$ cat src/rtl/bcd_updown_counter.sv
// Purpose : multi-digit BCD up/down counter stepped by rising edges of the
//           divider output clk_div, which is sampled as data in the clk domain.
// Latency : count/step_o/wrap update SYNC_STAGES clk edges after clk_div is
//           first sampled high; load takes effect on the next clk edge.
// Backpressure: none. Steps seen while en=0, or coincident with load, are dropped.
//
// Ports:
//   clk      - 50 MHz system clock, rising edge; the only clock in this block
//   rst      - asynchronous, active-high reset
//   clk_div  - divided square wave (data, not a clock); each 0->1 is one step
//   en       - count enable, sampled on the step cycle
//   up       - direction, 1 = increment, 0 = decrement, sampled on the step cycle
//   load     - synchronous load, wins over a coincident step
//   load_val - packed BCD load value, digit 0 in [3:0]; digits above 9 clamp to 9
//   count    - packed BCD count, registered
//   step_o   - one-cycle pulse in the cycle after a step was applied
//   wrap     - one-cycle pulse when a step rolled 9..9 -> 0..0 or 0..0 -> 9..9

module bcd_updown_counter #(
   parameter int DIGITS      = 4,
   parameter int SYNC_STAGES = 2   // must be at least 2
) (
   input  logic                  clk,
   input  logic                  rst,
   input  logic                  clk_div,
   input  logic                  en,
   input  logic                  up,
   input  logic                  load,
   input  logic [4*DIGITS-1:0]   load_val,
   output logic [4*DIGITS-1:0]   count,
   output logic                  step_o,
   output logic                  wrap
);

   localparam int W = 4 * DIGITS;

   // ------------------------------------------------------------------
   // Synchroniser and rising-edge detect.
   // Everything resets to 1 so that a clk_div already high when reset is
   // released looks like "no change"; a genuine 0->1 is needed to step.
   // ------------------------------------------------------------------
   logic [SYNC_STAGES-1:0] sync_q;
   logic                   prev_q;
   logic                   step_req;

   always_ff @(posedge clk or posedge rst) begin
      if (rst) begin
         sync_q <= '1;
         prev_q <= 1'b1;
      end else begin
         sync_q <= {sync_q[SYNC_STAGES-2:0], clk_div};
         prev_q <= sync_q[SYNC_STAGES-1];
      end
   end

   // High for exactly one clk cycle per synchronised rising edge.
   assign step_req = sync_q[SYNC_STAGES-1] & ~prev_q;

   // ------------------------------------------------------------------
   // Next count for a step. A ripple flag walks up the digits: for counting
   // up it stays set while every lower digit was 9, for counting down while
   // every lower digit was 0. Whatever survives past the top digit means
   // the whole count rolled over.
   // ------------------------------------------------------------------
   logic [W-1:0] stepped;
   logic         ripple;
   logic [3:0]   dig;

   always_comb begin
      stepped = count;
      ripple  = 1'b1;
      dig     = 4'd0;
      for (int i = 0; i < DIGITS; i++) begin
         dig = count[4*i +: 4];
         if (up) begin
            if (ripple) begin
               stepped[4*i +: 4] = (dig >= 4'd9) ? 4'd0 : dig + 4'd1;
            end
            ripple = ripple & (dig == 4'd9);
         end else begin
            if (ripple) begin
               stepped[4*i +: 4] = (dig == 4'd0) ? 4'd9 : dig - 4'd1;
            end
            ripple = ripple & (dig == 4'd0);
         end
      end
   end

   // ------------------------------------------------------------------
   // Load value with every digit forced into 0..9 so the count can never
   // hold a non-BCD digit.
   // ------------------------------------------------------------------
   logic [W-1:0] clamped;
   logic [3:0]   ld_dig;

   always_comb begin
      clamped = '0;
      ld_dig  = 4'd0;
      for (int i = 0; i < DIGITS; i++) begin
         ld_dig = load_val[4*i +: 4];
         clamped[4*i +: 4] = (ld_dig > 4'd9) ? 4'd9 : ld_dig;
      end
   end

   // ------------------------------------------------------------------
   // Count register: load beats step; a step needs en. Any step_req not
   // taken here is gone for good, it is never held over.
   // ------------------------------------------------------------------
   always_ff @(posedge clk or posedge rst) begin
      if (rst) begin
         count  <= '0;
         step_o <= 1'b0;
         wrap   <= 1'b0;
      end else if (load) begin
         count  <= clamped;
         step_o <= 1'b0;
         wrap   <= 1'b0;
      end else if (step_req && en) begin
         count  <= stepped;
         step_o <= 1'b1;
         wrap   <= ripple;
      end else begin
         step_o <= 1'b0;
         wrap   <= 1'b0;
      end
   end

endmodule

$ cat config.mk
export PLATFORM = sky130hd
export DESIGN_NAME = bcd_updown_counter
export DESIGN_NICKNAME = d
export VERILOG_FILES = /design/src/rtl/bcd_updown_counter.sv
export SDC_FILE = /design/constraint.sdc
export NUM_CORES = 1
export LEC_CHECK = 0
export ABC_CLOCK_PERIOD_IN_PS = 2500
export CORE_MARGIN = 5
export CORE_UTILIZATION = 39
export DETAILED_ROUTE_END_ITERATION = 8
export HOLD_SLACK_MARGIN = 0.1
export PLACE_DENSITY_LB_ADDON = 0.12
export SYNTH_ARGS = -nofsm -noshare
export SYNTH_HDL_FRONTEND = slang
export SYNTH_SLANG_ARGS = --single-unit
$ cat constraint.sdc
create_clock -name clk -period 2.5 [get_ports clk]
set_input_delay 0.5 -clock clk [delete_from_list [all_inputs] [get_ports clk]]
set_output_delay 0.5 -clock clk [all_outputs]
set_load 0.01 [all_outputs]
### Word level (Yosys, flattened, before mapping)

Index checks and enable logic that the tools add are counted.

* eq/ne operators: 4
* reductions and logical operators: 12
* mux-type cells: 32
* magnitude comparators: 8
* bitwise logic cells: 8
* add/subtract/negate cells: 8

Operators with widths (count)
* 4-bit 2-to-1 mux: 22
* 16-bit 2-to-1 mux: 2
* 4-bit by 1-bit adder with 4-bit output (second input constant): 4
* 4-bit equality test (second input constant): 4
* 4-bit greater-or-equal comparator (second input constant): 4
* 4-bit greater-than comparator (second input constant): 4
* 4-bit zero test: 4
* 4-bit by 1-bit subtractor with 4-bit output (second input constant): 4
* 1-bit 2-to-1 mux: 8
* 2-bit nonzero test: 4
* 1-bit AND: 7
* 2-bit AND reduction: 3
* 1-bit logical AND: 1
* 1-bit inverter: 1

* word-level logic and storage cells: 80
* bits in registers: 21
* input port bits: 22
* output and inout bits: 18

### Depth between registers and ports, before layout

* word-level depth: 10
* mapped depth: 8
* mapped depth without buffers: 7

### Least setup slack after synthesis

No wires, ideal clock.

* path kind: register -> register
* from: register count[0]
* to: register count[8]
* buffers on the path: 1
* slack: 114 ps
* stages on the path, launching flop included: 9
* setup time: 126 ps
* data required time: 2374 ps
* period minus slack after synthesis: 2386 ps
* arrival time: 2260 ps
* cells stage by stage: dfrtp_1 -> inv_1 -> ha_1 -> or3b_1 -> a211oi_2 -> buf_6 -> nand2_4 -> or4_1 -> o311a_1

* cells in the longest elaborated chain, start to end: 6
* elaborated cells on any way between the ends: 8
* those cells by class: eq/ne (1); mux (2); bitwise (2); reduce/logical (3)

Ends and longest elaborated chain
* start: declaration: RTL line 30 `output logic [4*DIGITS-1:0] count,`
* start signal: assignment: RTL line 115 `count <= clamped;`
* start signal: assignment: RTL line 119 `count <= stepped;`
* 4-bit equality test or 4-bit zero test (tied branches): RTL line 79, 84
* 1-bit 2-to-1 mux *: RTL line 75 `if (up) begin`
* 1-bit AND, on equally long branches: RTL line 84, 79
* 1-bit 2-to-1 mux *: RTL line 75
* 2-bit nonzero test (no line) *
* 2-bit AND reduction (no line) *

Every way passes the cells marked *; elsewhere a longest branch is shown, timed or not.
A chain may end at the register's enable or synchronous reset.

### Worst setup path after layout

* from: input up
* to: register count[8]

* cells in the longest elaborated chain, start to end: 5
* elaborated cells on any way between the ends: 9
* those cells by class: mux (5); bitwise (2); reduce/logical (2)

Ends and longest elaborated chain
* start: declaration: RTL line 27 `input logic up,`
* 1-bit 2-to-1 mux: RTL line 75
* 1-bit AND, on equally long branches: RTL line 84, 79
* 1-bit 2-to-1 mux: RTL line 75
* 2-bit nonzero test (no line)
* 2-bit AND reduction (no line)

Parallel ways exist; a longest one is shown, timed or not. The select of a mux whose other input is x is not followed.

==> results.json <==
{
  "run_status": "finished, final reports clean",
  "synthArstFlopShare_pct": 100,
  "die_area_um2": 6490,
  "drive_above_1_share_pct": 14.8,
  "coreArea_um2": 4790,
  "setup_viol": 0,
  "portBuffers": 39,
  "p_leak_nw": 1.05,
  "syn_nets": 269,
  "slew_headroom_pct": 74.2,
  "chipHeight_um": 80.6,
  "rows": 25,
  "post_drt_wl_per_cell_um": 14.2,
  "muxShareOfSynthArea_pct": 2.77,
  "synth_compound_area_share_pct": 28.0,
  "post-synth-top-count-cell": "o21ai_0",
  "ios": 40,
  "htreeDepth": 1,
  "synthXorXnorAreaFrac_pct": 0,
  "rsz0062_at_grt": "no",
  "dp_hpwl_mm": 3.69,
  "antenna_cells": 0,
  "avgSynthCellArea_um2": 8.30,
  "peakVddDrop_mv": 0.268,
  "hold_viol_final": 0,
  "clock.fmax_mhz": 424,
  "hp-class": "reg -> reg",
  "worstMarginPinSlew_ns": 0.378,
  "hold_buffers": 0,
  "grt_usage_pct": 16.0,
  "synthSimpleGateAreaFrac_pct": 22.8,
  "yosysWarningCount": 0,
  "finClkSkew_ns": 0.00288,
  "cp.arrival_ns": 2.51,
  "grt_max_degree": 22,
  "syn_area_um2": 1940,
  "globalplace.congestion": 0.851,
  "post-route-util_pct": 52.1,
  "placed_area_um2": 2450,
  "initial_core_util_pct": 40.6,
  "die_w_um": 80.6,
  "drt_pre_antenna_iters": 4,
  "routed_wl_mm": 4.96,
  "synth-adder-area-share_pct": 8.38,
  "postRouteAntennaNets": 0,
  "nets": 319,
  "grt_pass1_vias": 1772,
  "root_buffer": "clkbuf_8",
  "synthTopCellsByCount": "o21ai_0, inv_1, dfrtp_1, nor2_1, nand2_1",
  "cts-buffers-inserted": 3,
  "clock_latency_ns": 0.26,
  "slew_viol_final": 0,
  "power-per-cell-area_nw_per_um2": 473,
  "synthCells": 234,
  "yosysSeqAreaShare_pct": 27.3,
  "first_iter_violations": 130,
  "design_area_um2": 2490,
  "post_cts_buffers": 0,
  "cts_tree": "built",
  "ys_types": 56,
  "p_total_mw": 1.18,
  "grt_pass1_wl_mm": 8.26,
  "synth_flop_cell": "dfrtp_1",
  "ys_seq_elements": 21,
  "synth_edf_count": 0,
  "post_cts_resize_count": 0,
  "slowest_delay_ns": 0.51,
  "startpoint_type": "input port",
  "synthTopCellsByArea": "dfrtp_1, ha_1, o21ai_0",
  "clock_sinks": 21,
  "cts_max_path_buffers": 2,
  "cp.required_ns": 2.65,
  "yosys.area.top_type": "dfrtp_1",
  "path_max_fanout": 4,
  "synthToLayoutAreaGrowth_pct": 28.3,
  "timing.final.crit_share_pct": 94.4,
  "grt_antenna_before_repair": 0,
  "cp-end-kind": "flop",
  "max_cap_violations": 0,
  "drc": 0,
  "vias": 1879,
  "overflow": 0,
  "cpMaxStageDelayCell": "or4_1",
  "fin_crit_ns": 2.36,
  "clk_pin_slew_worst_paths_ns": 0.08,
  "via_per_inst": 5.37,
  "synth_top_family_by_area": "compound AO/OA/AOI/OAI gates",
  "synth_top_area_share_pct": 23.2,
  "crit_type": "in -> reg",
  "crit_path_cell_trace": "clkdlybuf4s50_1, or3b_1, a211oi_2, nand2_4, or4_1, o311a_1"
}
==> critical path: cells and delay by family <==
kind / cells / cell delay, ns
AOI/OAI and AO/OA: 2 / 0.54
buffers and inverters: 1 / 0.47
and+or+nand+nor: 3 / 1.00
==> power breakdown <==
| group | total [mW] | leakage (nW) | switching, mW | internal, mW |
|---|---|---|---|---|
| clock | 0.228 | 0.0228 | 0.114 | 0.114 |
| sequential | 0.449 | 0.256 | 0.0711 | 0.378 |
| combinational | 0.502 | 0.769 | 0.246 | 0.256 |
==> metrics by stage <==
stage	std cells	setup slack (ns)	hold WS, ns	TNS, ns
final	350	0.140	0.359	0
after detailed placement	346	-0.120	0.349	-0.537
after global routing	350	0.0164	0.367	0
after floorplan	234	0.114	0.345	0
after CTS	350	0.148	0.361	0
after global placement	346	-0.0921	0.346	-0.398
==> cells in the final DEF (no fill, tap or decap), types with 2 or more instances in the layout <==
master / netlist / final
dfstp_2: 3 / 3
a22oi_1: 2 / 2
o2bb2ai_1: 2 / 2
nor4_1: 2 / 2
buf_4: 1 / 22
nand2_1: 17 / 17
inv_1: 19 / 19
or3b_2: 4 / 4
mux2i_1: 2 / 2
a21o_1: 2 / 2
nand4_1: 5 / 5
or4_1: 2 / 2
o21ai_0: 20 / 20
nand2b_1: 2 / 2
nor3_1: 3 / 3
and2_2: 2 / 2
dfrtp_1: 18 / 18
clkdlybuf4s50_1: 0 / 39
nand3b_1: 5 / 5
o31ai_1: 5 / 5
nor2b_1: 4 / 4
nand3_1: 8 / 8
a21oi_1: 15 / 15
ha_1: 13 / 13
clkbuf_8: 4 / 3
a2111oi_0: 3 / 3
nor2_1: 18 / 18
a31oi_1: 5 / 5
a211oi_1: 7 / 7
o21a_1: 3 / 3
a311oi_1: 4 / 4
==> flip-flops by register name, summed over array words and instances, names as in the netlist <==
name	cells
step_o	1
count	16
prev_q	1
wrap	1
sync_q	2
==> cell families (layout without fill, tap and decap cells) <==
family,count (synthesis),count (layout)
fa+ha+maj,13,13
compound gates,80,80
mux,4,4
flops,21,21
buf+inv,36,85
simple gates,80,80
==> routing by layer <==
layer	vias up	share of wire (%)	track usage, %	wire length (um)
met5	-	0	0	0
met4	0	1.1	3.89	55
met3	7	4.9	3.48	241
met2	43	46	25.5	2280
met1	869	48	22.0	2380
li1	960	-	-	-
==> worst paths after layout <==
check                                  to  depth (start not counted)  slack (ns)      start
worst min register to register  sync_q[1]                          0        0.36  sync_q[0]
worst min-delay path            sync_q[1]                          0        0.36  sync_q[0]
max in group asynchronous          prev_q                          3        1.66        rst
worst max-delay path             count[8]                          6        0.14         up
worst max register to register   count[8]                          7        0.22   count[0]
min in group asynchronous        count[5]                          3        0.57        rst
==> final cells by class <==
cell class	instances	area (um^2)
clock buffers	4	45.0
fillers	478	2290
inverters	20	75.1
multi-input cells	177	1200
flip-flops and latches	21	529
well taps	67	83.8
repair buffers	61	556
Power figures use the tool's default switching activity.
